==> src/rtl/fipo_load_controller_if.sv <==
// Byte-stream and weight-memory signal bundle for fipo_load_controller.
// The master modport is the controller's view; the slave modport is the
// host/memory environment's view of the same wires.
interface fipo_load_controller_if #(
  parameter int BYTE_W = 8
);
  logic              start;
  logic [BYTE_W-1:0] in_data;
  logic              in_valid;
  logic              in_ready;
  logic              mem_clear;
  logic              mem_enable;
  logic              mem_serial_in;
  logic              mem_data_written;
  logic              mem_end_writing;
  logic              busy;
  logic              load_done;
  logic              error;
  logic [5:0]        bytes_loaded;

  modport master (
    input  start,
    input  in_data,
    input  in_valid,
    input  mem_data_written,
    input  mem_end_writing,
    output in_ready,
    output mem_clear,
    output mem_enable,
    output mem_serial_in,
    output busy,
    output load_done,
    output error,
    output bytes_loaded
  );

  modport slave (
    output start,
    output in_data,
    output in_valid,
    output mem_data_written,
    output mem_end_writing,
    input  in_ready,
    input  mem_clear,
    input  mem_enable,
    input  mem_serial_in,
    input  busy,
    input  load_done,
    input  error,
    input  bytes_loaded
  );
endinterface

==> src/rtl/fipo_load_controller.sv <==
// Load sequencer for the 312-bit serial-in/parallel-out weight memory.
// Takes host bytes over valid/ready, shifts each byte LSB-first into the
// memory one bit per cycle, closes the frame so the memory raises its
// end-of-write pulse, and cross-checks the memory's per-bit acks before
// reporting done. Any failure wipes the memory so no partial frame survives.
module fipo_load_controller #(
  parameter int TOTAL_BITS    = 312,
  parameter int BYTE_W        = 8,
  parameter int FETCH_TIMEOUT = 255,
  parameter int END_TIMEOUT   = 4
) (
  input logic                   clk,
  input logic                   rst,
  fipo_load_controller_if.master bus
);

  localparam int IDX_W = (BYTE_W > 1) ? $clog2(BYTE_W) : 1;

  localparam logic [8:0]       LP_TOTAL      = 9'(TOTAL_BITS);
  localparam logic [8:0]       LP_ACK_SAT    = 9'(TOTAL_BITS + 1);
  localparam logic [7:0]       LP_FETCH_LAST = 8'(FETCH_TIMEOUT - 1);
  localparam logic [7:0]       LP_END_LAST   = 8'(END_TIMEOUT - 1);
  localparam logic [IDX_W-1:0] LP_IDX_LAST   = IDX_W'(BYTE_W - 1);

  typedef enum logic [2:0] {
    S_IDLE,
    S_CLEAR,
    S_FETCH,
    S_SHIFT,
    S_CLOSE,
    S_WAIT_END,
    S_DONE,
    S_ERROR
  } state_t;

  state_t            r_state;
  state_t            w_next;
  logic [BYTE_W-1:0] r_shreg;
  logic [8:0]        r_bit_count;
  logic [8:0]        w_bit_count_inc;
  logic [IDX_W-1:0]  r_bit_idx;
  logic [8:0]        r_ack_count;
  logic [7:0]        r_timeout;
  logic [5:0]        r_bytes_loaded;
  logic              r_err_clear;
  logic              w_handshake;
  logic              w_busy;

  assign w_bit_count_inc = r_bit_count + 9'd1;
  assign w_handshake     = (r_state == S_FETCH) && bus.in_valid;
  assign w_busy          = (r_state == S_CLEAR) || (r_state == S_FETCH) ||
                           (r_state == S_SHIFT) || (r_state == S_CLOSE) ||
                           (r_state == S_WAIT_END);

  // State register; reset drops straight back to IDLE mid-frame.
  always_ff @(posedge clk or posedge rst) begin
    if (rst) begin
      r_state <= S_IDLE;
    end else begin
      r_state <= w_next;
    end
  end

  // Next-state decode: start only matters when the controller is at rest.
  always_comb begin
    w_next = r_state;
    unique case (r_state)
      S_IDLE, S_DONE, S_ERROR: begin
        if (bus.start) begin
          w_next = S_CLEAR;
        end
      end
      S_CLEAR: begin
        w_next = S_FETCH;
      end
      S_FETCH: begin
        if (bus.in_valid) begin
          w_next = S_SHIFT;
        end else if (r_timeout == LP_FETCH_LAST) begin
          w_next = S_ERROR;
        end
      end
      S_SHIFT: begin
        if (r_bit_idx == LP_IDX_LAST) begin
          w_next = (w_bit_count_inc == LP_TOTAL) ? S_CLOSE : S_FETCH;
        end
      end
      S_CLOSE: begin
        w_next = S_WAIT_END;
      end
      S_WAIT_END: begin
        if (bus.mem_end_writing) begin
          w_next = (r_ack_count == LP_TOTAL) ? S_DONE : S_ERROR;
        end else if (r_timeout == LP_END_LAST) begin
          w_next = S_ERROR;
        end
      end
      default: begin
        w_next = S_IDLE;
      end
    endcase
  end

  // Byte capture, serialisation and bit/byte bookkeeping.
  always_ff @(posedge clk or posedge rst) begin
    if (rst) begin
      r_shreg        <= '0;
      r_bit_count    <= '0;
      r_bit_idx      <= '0;
      r_bytes_loaded <= '0;
    end else begin
      unique case (r_state)
        S_CLEAR: begin
          r_shreg        <= '0;
          r_bit_count    <= '0;
          r_bit_idx      <= '0;
          r_bytes_loaded <= '0;
        end
        S_FETCH: begin
          if (w_handshake) begin
            r_shreg        <= bus.in_data;
            r_bit_idx      <= '0;
            r_bytes_loaded <= r_bytes_loaded + 6'd1;
          end
        end
        S_SHIFT: begin
          r_shreg     <= r_shreg >> 1;
          r_bit_count <= w_bit_count_inc;
          r_bit_idx   <= r_bit_idx + IDX_W'(1);
        end
        default: begin
          r_shreg <= r_shreg;
        end
      endcase
    end
  end

  // Shared wait counter: host stall time in FETCH, end-pulse wait in WAIT_END.
  always_ff @(posedge clk or posedge rst) begin
    if (rst) begin
      r_timeout <= '0;
    end else begin
      unique case (r_state)
        S_FETCH: begin
          if (w_handshake) begin
            r_timeout <= '0;
          end else begin
            r_timeout <= r_timeout + 8'd1;
          end
        end
        S_WAIT_END: begin
          if (!bus.mem_end_writing) begin
            r_timeout <= r_timeout + 8'd1;
          end
        end
        default: begin
          r_timeout <= '0;
        end
      endcase
    end
  end

  // Ack tally; saturating one past the frame size keeps over-acking detectable.
  always_ff @(posedge clk or posedge rst) begin
    if (rst) begin
      r_ack_count <= '0;
    end else if (r_state == S_CLEAR) begin
      r_ack_count <= '0;
    end else if (w_busy && bus.mem_data_written && (r_ack_count != LP_ACK_SAT)) begin
      r_ack_count <= r_ack_count + 9'd1;
    end
  end

  // One-cycle memory wipe on the cycle the controller lands in ERROR.
  always_ff @(posedge clk or posedge rst) begin
    if (rst) begin
      r_err_clear <= 1'b0;
    end else begin
      r_err_clear <= (w_next == S_ERROR) && (r_state != S_ERROR);
    end
  end

  assign bus.in_ready      = (r_state == S_FETCH);
  assign bus.mem_clear     = (r_state == S_CLEAR) || r_err_clear;
  assign bus.mem_enable    = (r_state == S_SHIFT) || (r_state == S_CLOSE);
  assign bus.mem_serial_in = (r_state == S_SHIFT) && r_shreg[0];
  assign bus.busy          = w_busy;
  assign bus.load_done     = (r_state == S_DONE);
  assign bus.error         = (r_state == S_ERROR);
  assign bus.bytes_loaded  = r_bytes_loaded;

endmodule

==> src/flat_wrapper.sv <==
// flat-port wrapper written by rule: the top's interface ports become plain ports
module fipo_load_controller_flat 
#(
  parameter int TOTAL_BITS    = 312,
  parameter int BYTE_W        = 8,
  parameter int FETCH_TIMEOUT = 255,
  parameter int END_TIMEOUT   = 4
)
  (clk, rst, bus_start, bus_in_data, bus_in_valid, bus_mem_data_written, bus_mem_end_writing, bus_in_ready, bus_mem_clear, bus_mem_enable, bus_mem_serial_in, bus_busy, bus_load_done, bus_error, bus_bytes_loaded);
  fipo_load_controller_if #(.BYTE_W(BYTE_W)) bus_i ();
  input logic clk;
  input logic rst;
  input wire logic [$bits(bus_i.start)-1:0] bus_start;
  input wire logic [$bits(bus_i.in_data)-1:0] bus_in_data;
  input wire logic [$bits(bus_i.in_valid)-1:0] bus_in_valid;
  input wire logic [$bits(bus_i.mem_data_written)-1:0] bus_mem_data_written;
  input wire logic [$bits(bus_i.mem_end_writing)-1:0] bus_mem_end_writing;
  output wire logic [$bits(bus_i.in_ready)-1:0] bus_in_ready;
  output wire logic [$bits(bus_i.mem_clear)-1:0] bus_mem_clear;
  output wire logic [$bits(bus_i.mem_enable)-1:0] bus_mem_enable;
  output wire logic [$bits(bus_i.mem_serial_in)-1:0] bus_mem_serial_in;
  output wire logic [$bits(bus_i.busy)-1:0] bus_busy;
  output wire logic [$bits(bus_i.load_done)-1:0] bus_load_done;
  output wire logic [$bits(bus_i.error)-1:0] bus_error;
  output wire logic [$bits(bus_i.bytes_loaded)-1:0] bus_bytes_loaded;
  assign bus_i.start = bus_start;
  assign bus_i.in_data = bus_in_data;
  assign bus_i.in_valid = bus_in_valid;
  assign bus_i.mem_data_written = bus_mem_data_written;
  assign bus_i.mem_end_writing = bus_mem_end_writing;
  assign bus_in_ready = bus_i.in_ready;
  assign bus_mem_clear = bus_i.mem_clear;
  assign bus_mem_enable = bus_i.mem_enable;
  assign bus_mem_serial_in = bus_i.mem_serial_in;
  assign bus_busy = bus_i.busy;
  assign bus_load_done = bus_i.load_done;
  assign bus_error = bus_i.error;
  assign bus_bytes_loaded = bus_i.bytes_loaded;
  fipo_load_controller #(.TOTAL_BITS(TOTAL_BITS), .BYTE_W(BYTE_W), .FETCH_TIMEOUT(FETCH_TIMEOUT), .END_TIMEOUT(END_TIMEOUT)) u_core (.clk(clk), .rst(rst), .bus(bus_i));
endmodule
==> config.mk <==
export PLATFORM = sky130hd
export DESIGN_NAME = fipo_load_controller_flat
export DESIGN_NICKNAME = d
export VERILOG_FILES = /design/src/rtl/fipo_load_controller_if.sv /design/src/rtl/fipo_load_controller.sv /design/src/flat_wrapper.sv
export SDC_FILE = /design/constraint.sdc
export NUM_CORES = 1
export LEC_CHECK = 0
export ABC_AREA = 1
export ABC_CLOCK_PERIOD_IN_PS = 1400
export CAP_MARGIN = 40
export CORE_UTILIZATION = 36
export CTS_CLUSTER_DIAMETER = 120
export CTS_CLUSTER_SIZE = 12
export DETAILED_ROUTE_END_ITERATION = 10
export SYNTH_ARGS = -nofsm -noshare
export SYNTH_HDL_FRONTEND = slang
export SYNTH_SLANG_ARGS = --single-unit
==> constraint.sdc <==
create_clock -name clk -period 1.4 [get_ports clk]
set_input_delay 0.35 -clock clk [delete_from_list [all_inputs] [get_ports clk]]
set_output_delay 0.35 -clock clk [all_outputs]
set_load 0.02 [all_outputs]
==> reports/qor.yml <==
cts_buffer_depth: 2
fin_worst_skew_ns: 0.00433
ys_seq_area_share_pct: 44.1
mostFrequentLayoutCell: "buf_4"
io_buffer_count: 26
path_max_fanout: 8
cts.sinks: 47
ios: 27
crit_required_ns: 1.05
endpoint_kind: "primary output"
internal-power_w: 0.00371
multi_input_area_mm2: 0.00153
setup_tns_ns: -4.58
status: "finished with violations"
cts_buffers: 5
swShare_pct: 41.3
critPathKind: "reg -> out"
synth_warnings: 0
routed_wl_mm: 6.89
ys_types: 30
drt_iter0_drc: 132
worst_slew_pin_slew_ns: 0.270
vias_per_cell: 4.75
nets: 492
dpl.hpwl_mm: 4.74
fmax_mhz: 613
hold_viol_final: 0
clk_pin_slew_ns: 0.09
drv_cap: 0
nFillCells: 672
drt_drc_violations_left: 0
cts_root_buf: "clkbuf_8"
power.switching_w: 0.00261
design.core.area_mm2: 0.00721
first_pass_iters: 4
ir_worst_vdd_uv: 901
antenna_found_initial: 0
pwr-share-comb_pct: 56.4
clk_latency_ns: 0.30
report.final.slew_viol_count: 0
rows: 31
critical_path_arrival_ns: 1.28
relSlewSlack_pct: 82.0
hp-class: "in -> async"
violations: "negative setup slack"
finalCritPeriodShare_pct: 117
die_h_um: 88.0
start_util_pct: 36.9
start_kind: "flop"
place.gp.congestion: 0.859
final_cell_mix: "buf_4, nand2_1, dfrtp_1"
die_x_um: 88.0
synth.avg_cell_area_um2: 7.53
dp_slack_ns: -0.428
ant_nets: 0
regArea_mm2: 0.00118
area_delta_synth_final_pct: 53.4
seqPwrFrac_pct: 29.0
cts_tree: "built"
rsz0062_at_grt: "true"
synthesis.area_mm2: 0.00267
cts.htree.levels: 2
period_needed_ns: 1.63
p_clk_share_pct: 14.6
diodes: 0
grt_max_degree: 48
synthesis.nets: 377
wire_per_inst_um: 12.1
grt_pass1_vias: 2580
holdWs_ns: 0.434
drive_gt1_share_pct: 38.3
die_area_mm2: 0.00775
via_count: 2701
p_leak_nw: 1.93
track_usage_pct: 18.5
grt_pass1_wl_mm: 11.3
setup_violations: 42
ys_seq_elements: 47
finalWorstSetupSlack_ns: -0.231
grt_overflow_total: 0
synthCells: 354
p_per_area_mw_per_mm2: 1550
[registers in the layout, summed over array words and instances, names as in the netlist]
register                 count
u_core.r_ack_count           9
u_core.r_bit_count           9
u_core.r_shreg               8
u_core.r_timeout             8
u_core.bus.bytes_loaded      6
u_core.r_bit_idx             3
u_core.r_state               3
u_core.r_err_clear           1
[cell families (layout without fill, tap and decap cells)]
group	count (synthesis)	in the layout	synth area share, %
AOI/OAI and AO/OA	63	63	12.2
adders and majority gates	9	9	4.23
DFF	47	47	44.1
buffers and inverters	57	172	8.45
and+or+nand+nor	173	174	29.3
xor gates and xnor gates	5	5	1.64
[stage by stage]
step	instance area, um^2	total power [W]	utilization [%]	instances
final	4090	0.00632	56.7	569
after global placement	3570	0.00462	49.5	541
after global routing	4090	0.00678	56.7	569
after floorplan	2710	0.00339	-	354
after CTS	3860	0.00590	53.6	562
after detailed placement	3570	0.00468	49.5	541
[synth_stat cells]
master / n / share of area (%)
inv_2: 6 / 0.85
buf_2: 3 / 0.56
buf_6: 1 / 0.42
clkbuf_1: 1 / 0.14
o21bai_1: 1 / 0.28
nand4_1: 5 / 1.2
o21ai_1: 13 / 2.4
a31oi_1: 1 / 0.23
dfrtp_1: 47 / 44
nor2_2: 4 / 0.94
nand2_2: 6 / 1.4
a21oi_1: 11 / 2.1
or2_2: 1 / 0.23
xor2_1: 5 / 1.6
nand2_4: 1 / 0.42
inv_1: 46 / 6.5
nor3_1: 8 / 1.5
nor2_1: 32 / 4.5
nor2_4: 3 / 1.3
and3_1: 1 / 0.23
or3_1: 1 / 0.23
nor4_1: 1 / 0.23
nand3_1: 22 / 4.1
nand2_1: 86 / 12
ha_1: 9 / 4.2
o21ai_0: 33 / 6.2
nor3b_1: 1 / 0.28
a211oi_1: 1 / 0.28
o22ai_1: 3 / 0.70
nand3_4: 1 / 0.66
[power groups by stage]
| stage | Sequential, W | Clock (W) | Combinational [W] |
|---|---|---|---|
| 3_5_place_dp | 0.00183 | 0 | 0.00286 |
| 6_report | 0.00183 | 0.000922 | 0.00357 |
| 3_3_place_gp | 0.00181 | 0 | 0.00281 |
| 5_1_grt | 0.00186 | 0.00101 | 0.00391 |
| 4_1_cts | 0.00180 | 0.000947 | 0.00315 |
| 2_1_floorplan | 0.00187 | 0 | 0.00152 |
[routing by layer]
layer | share of wire (%) | track usage, %
met5 | 0 | 0
met4 | 1.7 | 6.16
met3 | 3.5 | 3.49
met2 | 49 | 31.4
met1 | 46 | 23.8
[worst max-delay path, cell delays in order, from the launching register on]
cell and delay, ns:
dfrtp_1 0.39, inv_2 0.12, nand2_4 0.09, nor2_4 0.11, inv_4 0.07, nor2_4 0.08, buf_6 0.11
[what timing repair did]
item                                    in CTS  in global routing
setup buffers                               12                  7
resized for setup                           77                 55
pin swaps                                   13                 20
endpoints found under the setup margin      50                 54
hold buffers                                 0                  0
gates cloned                                 1                  0
[final timing paths]
kind	startpoint	to	slack (ns)	cells past startpoint
worst max-delay path	u_core.r_state[2]	bus_mem_serial_in	-0.23	6
worst min-delay path	rst	u_core.bus.bytes_loaded[3]	0.43	3
worst max register to register	u_core.r_bit_count[0]	u_core.r_err_clear	-0.23	13
worst min register to register	u_core.r_bit_idx[1]	u_core.r_bit_idx[1]	0.49	2
max in group asynchronous	rst	u_core.r_bit_count[2]	0.70	3
min in group clk	u_core.r_bit_idx[1]	u_core.r_bit_idx[1]	0.49	2
[final cells by class]
cell class / count / area share [%]
clock buffer: 7 / 2.36
clock inverter: 1 / 0.184
inverter: 52 / 5.05
multi-input combinational: 251 / 37.4
sequential: 47 / 28.9
tap: 99 / 3.03
timing repair buffer: 112 / 23.2
(Power assumes the default switching activity.)
